### config.mk
export PLATFORM = sky130hd
export DESIGN_NAME = mul_arb
export DESIGN_NICKNAME = d
export VERILOG_FILES = /design/src/rtl/mul_arb.sv
export SDC_FILE = /design/constraint.sdc
export NUM_CORES = 1
export LEC_CHECK = 0
export BUFFER_PORTS_ARGS = -buffer_cell sky130_fd_sc_hd__buf_2
export CAP_MARGIN = 10
export CORE_AREA = 4 4 303 305
export CTS_BUF_LIST = sky130_fd_sc_hd__clkbuf_4 sky130_fd_sc_hd__clkbuf_8
export CTS_CLUSTER_SIZE = 20
export DETAILED_ROUTE_END_ITERATION = 10
export DIE_AREA = 0 0 307 309
export PLACE_DENSITY = 0.5
export SETUP_SLACK_MARGIN = 0.05
export SYNTH_ARGS = -nofsm -noshare
export SYNTH_HDL_FRONTEND = slang
export SYNTH_SLANG_ARGS = --single-unit
### constraint.sdc
create_clock -name clk -period 8.41 [get_ports clk]
set_input_delay 1.2615 -clock clk [delete_from_list [all_inputs] [get_ports clk]]
set_output_delay 1.2615 -clock clk [all_outputs]
set_load 0.1 [all_outputs]
### src/rtl/mul_arb.sv
// rtl/mul_arb.sv - two-port round-robin front end for a shared LAT-stage multiplier
// Optional perf counters: define MUL_ARB_PERFCNT_EN.
module mul_arb #(
  parameter int XLEN     = 64,
  parameter int LAT      = 1,
  parameter int RSPDEPTH = 2
) (
  input  logic              clk,
  input  logic              reset,
  input  logic              Req0Valid,
  output logic              Req0Ready,
  input  logic [XLEN-1:0]   Req0A,
  input  logic [XLEN-1:0]   Req0B,
  input  logic [2:0]        Req0Funct3,
  output logic              Rsp0Valid,
  input  logic              Rsp0Ready,
  output logic [2*XLEN-1:0] Rsp0Prod,
  input  logic              Req1Valid,
  output logic              Req1Ready,
  input  logic [XLEN-1:0]   Req1A,
  input  logic [XLEN-1:0]   Req1B,
  input  logic [2:0]        Req1Funct3,
  output logic              Rsp1Valid,
  input  logic              Rsp1Ready,
  output logic [2*XLEN-1:0] Rsp1Prod,
  output logic [XLEN-1:0]   MulSrcA,
  output logic [XLEN-1:0]   MulSrcB,
  output logic [2:0]        MulFunct3,
  input  logic [2*XLEN-1:0] MulProdIn
`ifdef MUL_ARB_PERFCNT_EN
  ,
  output logic [31:0]       GrantCnt0,
  output logic [31:0]       GrantCnt1,
  output logic [31:0]       ConflictCnt
`endif
);

  localparam int CW = $clog2(RSPDEPTH + LAT + 1);
  localparam int PW = (RSPDEPTH > 1) ? $clog2(RSPDEPTH) : 1;
  localparam logic [CW-1:0] DEPTH_C  = CW'(RSPDEPTH);
  localparam logic [PW-1:0] PTR_LAST = PW'(RSPDEPTH - 1);

  logic [1:0]        req_vld, rsp_rdy, credit, elig, gnt, push, pop;
  logic [CW-1:0]     infl_q [2];
  logic [CW-1:0]     occ_q [2];
  logic [PW-1:0]     wr_ptr_q [2];
  logic [PW-1:0]     rd_ptr_q [2];
  logic [2*XLEN-1:0] fifo_q [2][RSPDEPTH];
  logic [LAT-1:0]    pipe_vld_q, pipe_own_q;
  logic              rr_q;

  assign req_vld = {Req1Valid, Req0Valid};
  assign rsp_rdy = {Rsp1Ready, Rsp0Ready};

  // Credits come from registered counts only, so a pop frees its slot one cycle later.
  always_comb begin
    for (int i = 0; i < 2; i++) begin
      credit[i] = (infl_q[i] + occ_q[i]) < DEPTH_C;
      elig[i]   = reset & req_vld[i] & credit[i];
      push[i]   = pipe_vld_q[LAT-1] & (pipe_own_q[LAT-1] == 1'(i));
      pop[i]    = (occ_q[i] != '0) & rsp_rdy[i];
    end
    gnt[0] = elig[0] & (~elig[1] | ~rr_q);
    gnt[1] = elig[1] & ~gnt[0];
  end

  always_comb begin
    MulSrcA   = '0;
    MulSrcB   = '0;
    MulFunct3 = 3'b000;
    if (gnt[0]) begin
      MulSrcA   = Req0A;
      MulSrcB   = Req0B;
      MulFunct3 = Req0Funct3;
    end else if (gnt[1]) begin
      MulSrcA   = Req1A;
      MulSrcB   = Req1B;
      MulFunct3 = Req1Funct3;
    end
  end

  assign Req0Ready = gnt[0];
  assign Req1Ready = gnt[1];
  assign Rsp0Valid = occ_q[0] != '0;
  assign Rsp1Valid = occ_q[1] != '0;
  assign Rsp0Prod  = fifo_q[0][rd_ptr_q[0]];
  assign Rsp1Prod  = fifo_q[1][rd_ptr_q[1]];

  always_ff @(posedge clk or negedge reset) begin
    if (!reset) begin
      pipe_vld_q <= '0;
      pipe_own_q <= '0;
      rr_q       <= 1'b0;
      for (int i = 0; i < 2; i++) begin
        infl_q[i]   <= '0;
        occ_q[i]    <= '0;
        wr_ptr_q[i] <= '0;
        rd_ptr_q[i] <= '0;
      end
    end else begin
      pipe_vld_q[0] <= |gnt;
      pipe_own_q[0] <= gnt[1];
      for (int k = 1; k < LAT; k++) begin
        pipe_vld_q[k] <= pipe_vld_q[k-1];
        pipe_own_q[k] <= pipe_own_q[k-1];
      end
      // rr_q=1 favours port 1; after a grant the other port gets priority.
      if (|gnt) rr_q <= gnt[0];
      for (int i = 0; i < 2; i++) begin
        infl_q[i] <= infl_q[i] + CW'(gnt[i]) - CW'(push[i]);
        occ_q[i]  <= occ_q[i] + CW'(push[i]) - CW'(pop[i]);
        if (push[i]) wr_ptr_q[i] <= (wr_ptr_q[i] == PTR_LAST) ? '0 : wr_ptr_q[i] + PW'(1);
        if (pop[i])  rd_ptr_q[i] <= (rd_ptr_q[i] == PTR_LAST) ? '0 : rd_ptr_q[i] + PW'(1);
      end
    end
  end

  always_ff @(posedge clk) begin
    for (int i = 0; i < 2; i++) begin
      if (push[i]) fifo_q[i][wr_ptr_q[i]] <= MulProdIn;
    end
  end

  a_ovf0: assert property (@(posedge clk) disable iff (!reset)
                           !(push[0] && (occ_q[0] == DEPTH_C) && !pop[0]));
  a_ovf1: assert property (@(posedge clk) disable iff (!reset)
                           !(push[1] && (occ_q[1] == DEPTH_C) && !pop[1]));

`ifdef MUL_ARB_PERFCNT_EN
  logic [31:0] gcnt0_q, gcnt1_q, ccnt_q;

  always_ff @(posedge clk or negedge reset) begin
    if (!reset) begin
      gcnt0_q <= '0;
      gcnt1_q <= '0;
      ccnt_q  <= '0;
    end else begin
      if (gnt[0] && gcnt0_q != '1) gcnt0_q <= gcnt0_q + 32'd1;
      if (gnt[1] && gcnt1_q != '1) gcnt1_q <= gcnt1_q + 32'd1;
      if ((&req_vld) && (|gnt) && ccnt_q != '1) ccnt_q <= ccnt_q + 32'd1;
    end
  end

  assign GrantCnt0   = gcnt0_q;
  assign GrantCnt1   = gcnt1_q;
  assign ConflictCnt = ccnt_q;
`endif

endmodule

# [After elaboration in Yosys (flattened, before gate mapping)]
# Memory sizes are Yosys's and may differ from the RTL's.
# Index checks and enable logic that the tools add are counted.
[totals] ff_bits=15 mem_bits_rw=512 inputBits=396 out_inout_bits=391 wordCells=86 n_memories=1
[mem_list] memory="fifo_q" depth=2 word_bits=256 rd=2 rd_clocked_by_memory_dff=0 wr=1 line_no="48" source="logic [2*XLEN-1:0] fifo_q [2][RSPDEPTH];"
[classes] add_sub_neg=14 n_lt_le_gt_ge=8 muxes=27 n_bitwise=19 n_reduce_logical=6
[ops] op="two-way mux 128 bit" count=8
[ops] op="two-way mux 256 bit" count=4
[ops] op="demux 128 bit (select 1 bit)" count=2
[ops] op="two-way mux 64 bit" count=4
[ops] op="OR reduction 256 bit" count=1
[ops] op="bitwise AND 1 bit" count=10
[ops] op="adder 2 x 1 -> 2 bit" count=4
[ops] op="greater-or-equal comparator 2 bit, second input constant" count=4
[ops] op="inverter 1 -> 2 bit" count=4
[ops] op="subtractor 2 x 1 -> 2 bit" count=4
[ops] op="two-way mux 1 bit" count=7
[ops] op="two-way mux 3 bit" count=2
[ops] op="adder 1 bit, second input constant" count=4
[ops] op="adder 2 bit" count=2
[ops] op="less-than comparator 2 x 1 -> 1 bit, second input constant" count=2
[ops] op="less-than comparator 2 bit, second input constant" count=2
[ops] op="inverter 1 bit" count=4
[ops] op="nonzero test 2 bit" count=2
[ops] op="logical AND 1 bit" count=2
[ops] op="OR reduction 2 bit" count=1
[ops] op="bitwise OR 1 bit" count=1

# [Logic depth before layout (Yosys ltp)]
[depth] ltp_word=10 ltp_mapped=7 ltp_nobuf=7

# [Worst setup path after synthesis]
# No wires, ideal clock.
[synth_path] kind="reg-to-reg" from="reg pipe_own_q" to="mem fifo_q[0][128] (netlist name), enable pin" setup_ps=617 arrival_ps=5874 t_required_ps=7793 path_slack_ps=1919 stages_incl_launch_ff=3 n_path_buf=0 synth_period_minus_slack_ps=6491 path_cell_list="dfrtp_1 > nand2b_1 > nor2_1"
[synth_via] elab_chain_len=5 word_cells_on_any_way=10 cone_classes="6 x mux; 3 x bitwise; 1 x reduce/logical"
[synth_rtl] element="start: declaration" line_no="49" source="logic [LAT-1:0] pipe_vld_q, pipe_own_q;"
[synth_rtl] element="start signal: indexed assignment" line_no="105" source="pipe_own_q[k] <= pipe_own_q[k-1];"
[synth_rtl] element="bitwise AND 1 bit or inverter 1 bit (tied branches)" line_no="60" source="push[i] = pipe_vld_q[LAT-1] & (pipe_own_q[LAT-1] == 1'(i));"
[synth_rtl] element="two-way mux 1 bit or bitwise AND 1 bit (tied branches)" line_no="120, 60"
[synth_rtl] element="two-way mux 256 bit (implied by the code) or two-way mux 1 bit (tied branches)" line_no="120" source="if (push[i]) fifo_q[i][wr_ptr_q[i]] <= MulProdIn;"
[synth_rtl] element="OR reduction 256 bit (no source line) or two-way mux 256 bit (tied branches)"
[synth_rtl] element="two-way mux 1 bit (no source line) or two-way mux 256 bit (tied branches)"
[synth_rtl] element="end: declaration" line_no="48"
# Parallel ways exist; a longest one is shown, timed or not.

# [Worst setup path after layout]
[layout_path] from="reg occ_q[1] (netlist name)" to="out MulSrcA[11]"
[layout_via] elab_chain_len=10
[layout_rtl] element="start: declaration" line_no="45" source="logic [CW-1:0] occ_q [2];"
[layout_rtl] element="start signal: indexed assignment" line_no="111" source="occ_q[i] <= occ_q[i] + CW'(push[i]) - CW'(pop[i]);"
[layout_rtl] element="adder 2 bit (*)" line_no="58" source="credit[i] = (infl_q[i] + occ_q[i]) < DEPTH_C;"
[layout_rtl] element="less-than comparator 2 bit (*)" line_no="58"
[layout_rtl] element="bitwise AND 1 bit (*)" line_no="59" source="elig[i] = reset & req_vld[i] & credit[i];"
[layout_rtl] element="inverter 1 bit" line_no="63" source="gnt[0] = elig[0] & (~elig[1] | ~rr_q);"
[layout_rtl] element="bitwise OR 1 bit" line_no="63"
[layout_rtl] element="bitwise AND 1 bit" line_no="63"
[layout_rtl] element="inverter 1 bit" line_no="64" source="gnt[1] = elig[1] & ~gnt[0];"
[layout_rtl] element="bitwise AND 1 bit" line_no="64"
[layout_rtl] element="two-way mux 64 bit" line_no="75" source="end else if (gnt[1]) begin"
[layout_rtl] element="two-way mux 64 bit (*)" line_no="71" source="if (gnt[0]) begin"
[layout_rtl] element="end: declaration" line_no="26" source="output logic [XLEN-1:0] MulSrcA,"
# Every way passes the cells marked *; elsewhere a longest branch is shown, timed or not.

==> impl_metrics.yaml <==
sta:
  fmax_mhz: 186
  setup_violations: 0
  slew_headroom_pct: 25.4
  period_needed_ns: 5.38
  slew_violations: 0
  final.setup.tns_ns: 0
  rsz0062_at_grt: "false"
  hold_viol_final: 0
  post-route-period-util_pct: 64.0
  finalClockSkew_ns: 0.0337
  worstMarginPinSlew_ns: 1.12
routing:
  drt_iter0_markers: 841
  drt_pass1_iterations: 5
  via_per_inst: 4.29
  dr_wl_met2_um: 49000
  wl_um: 89600
  wl_per_cell_um: 28.6
  drc: 0
  drt-met1-wl_um: 27000
  route.vias.total: 13400
  ant_nets: 0
  highest_layer: "met5"
  wl_met3_um: 8450
critical_path:
  cp-end-kind: "primary output"
  cp.arrival_ns: 4.12
  critPathRequiredTime_ns: 7.15
  worstSetupPathType: "register to primary output"
  cpMaxStageDelayCell: "o2111a_4"
  cp_max_fo: 74
  critPathMaxStageDelay_ns: 0.91
  rr_worst_depth: 3
  crit_chain: "xor2_1 -> xnor2_1 -> o2111a_4 -> buf_4 -> a22o_1 -> buf_2"
  critPathLaunchType: "register"
synthesis:
  synth_top_area_share_pct: 74.9
  async_reset_ff_share_pct: 2.85
  syn_nets: 1430
  ys_ff_latch: 527
  synth.most_common_cell: "edfxtp_1"
  syn_inst: 1028
  synth_warnings: 0
  ys_top_cells_by_count: "edfxtp_1 (512), mux2_2 (256), a22o_1 (132)"
  synth_cell_type_count: 26
  synth_edf_count: 512
  synth_area_um2: 20500
  yosys-top-cells-area: "edfxtp_1 (75%), mux2_2 (14%), a22o_1 (5.6%), dfrtp_1 (1.8%), xnor2_1 (0.56%)"
  avgSynthCellArea_um2: 20.0
  yosysSeqAreaShare_pct: 76.8
  synthFlopType: "edfxtp_1"
  synth_largest_area_cell: "edfxtp_1"
clock_tree:
  numCtsBuffers: 85
  cts_num_sinks: 527
  htreeDepth: 3
  path_clk_slew_ns: 0.06
  post_cts_buffers: 0
  hold_buffers: 0
  cts_root_buf: "clkbuf_8"
  cts_tree: "done"
  clk-insertion-delay-late_ns: 0.66
  cts_max_path_buffers: 3
  cts_resized: 0
grt:
  track_usage_pct: 17.9
  grt_max_degree: 135
  gr-total-overflow: 0
  antenna_found_initial: 98
  grt_pass1_vias: 14000
  grt_pass1_wl_um: 116000
finish:
  fillCellCount: 9002
  nets: 2258
  final_cells: 3128
  areaGrowthSynthToFinish_pct: 33.8
  drive_gt1_share_pct: 61.9
outcome:
  status: "complete, no violations"
floorplanning:
  std_cell_rows: 110
  start_util_pct: 23.0
  fp.dieH_um: 309
  die_area_um2: 94900
  die_w_um: 307
  io_pins: 787
  coreArea_um2: 89300
flow_run:
  max_cap_viol_count: 0
worst_hold_path:
  hp-class: "register to register"
  holdPathStages: 1
place:
  placed_cells_incl_taps: 2945
  dp_hpwl_um: 69200
  port_buffers: 786
  gp_congestion: 0.959
[layer usage]
| layer | track usage (%) | vias to the layer above |
|---|---|---|
| met2 | 33.3 | 693 |
| li1 | - | 5868 |
| met1 | 16.1 | 6593 |
| met3 | 7.30 | 241 |
| met4 | 11.4 | 32 |
| met5 | 0 | - |
[metrics by stage]
stage | utilization [%] | hold WS (ns) | setup slack, ns | cell area, um2
6_report | 30.7 | 0.528 | 3.03 | 27400
3_3_place_gp | 28.9 | 0.504 | 3.23 | 25800
5_1_grt | 30.7 | 0.495 | 2.79 | 27400
2_1_floorplan | - | 0.460 | 1.92 | 20500
3_5_place_dp | 28.9 | 0.519 | 3.18 | 25800
4_1_cts | 30.6 | 0.453 | 2.98 | 27400
[cells by family after synthesis]
group	after synthesis	synth area share, %
DFF	527	76.8
and+or+nand+nor	19	0.451
AOI/OAI and AO/OA	137	5.87
muxes	256	14.1
adders and majority gates	6	0.366
xor gates and xnor gates	18	0.805
buffers and inverters	65	1.68
[worst paths after layout]
path	slack (ns)	endpoint	from
max	3.03	MulSrcA[11]	occ_q[1]$_DFF_PN0_
min	0.53	occ_q[1]$_DFF_PN0_	occ_q[1]$_DFF_PN0_
max reg2reg	5.68	fifo_q[0][144]$_DFFE_PP_	pipe_own_q$_DFF_PN0_
min reg2reg	0.53	occ_q[1]$_DFF_PN0_	occ_q[1]$_DFF_PN0_
max in group asynchronous	7.52	rd_ptr_q[1]$_DFFE_PN0P_	reset
min in group asynchronous	0.54	infl_q[0]$_DFF_PN0_	reset
[worst max-delay path: cells and delay by family, from the launching register on]
family	cells	cell delay [ns]
compound gates	2	1.14
flops	1	0.41
xor+xnor	2	0.69
buf+inv	2	1.10
[cell usage in the layout, fill, tap and decap left out, drive strengths merged]
| master | instances |
|---|---|
| a22o | 132 |
| bufinv | 2 |
| xnor2 | 14 |
| nand3 | 1 |
| clkinvlp | 1 |
| clkinv | 42 |
| xor2 | 4 |
| and3 | 1 |
| buf | 798 |
| o211ai | 1 |
| nor2 | 5 |
| ha | 6 |
| and2 | 3 |
| diode | 34 |
| edfxtp | 512 |
| a211oi | 1 |
| or2 | 3 |
| nand2b | 1 |
| dfrtp | 15 |
| inv | 11 |
| clkbuf | 101 |
| mux2 | 256 |
| o2111a | 1 |
| nand2 | 5 |
| a31o | 1 |
| a2111oi | 1 |
[flip-flops by register name (all words and copies together), names as in the netlist]
signal,cells
fifo_q,512
infl_q,4
occ_q,4
rd_ptr_q,2
wr_ptr_q,2
pipe_own_q,1
pipe_vld_q,1
rr_q,1
[cell type report]
cell class,count,area [um2],share of cell area (%)
Tap cell,1176,1470,5.36
Clock buffer,101,1300,4.72
Inverter,8,30.0,0.109
Antenna cell,34,85.1,0.310
Timing Repair Buffer,798,4060,14.8
Clock inverter,48,287,1.04
Multi-Input combinational cell,436,4460,16.2
Sequential cell,527,15800,57.4
Power is left out: the tool's default activity adds up to more than one toggle a clock period on the data nets, which glitch-free logic cannot reach.
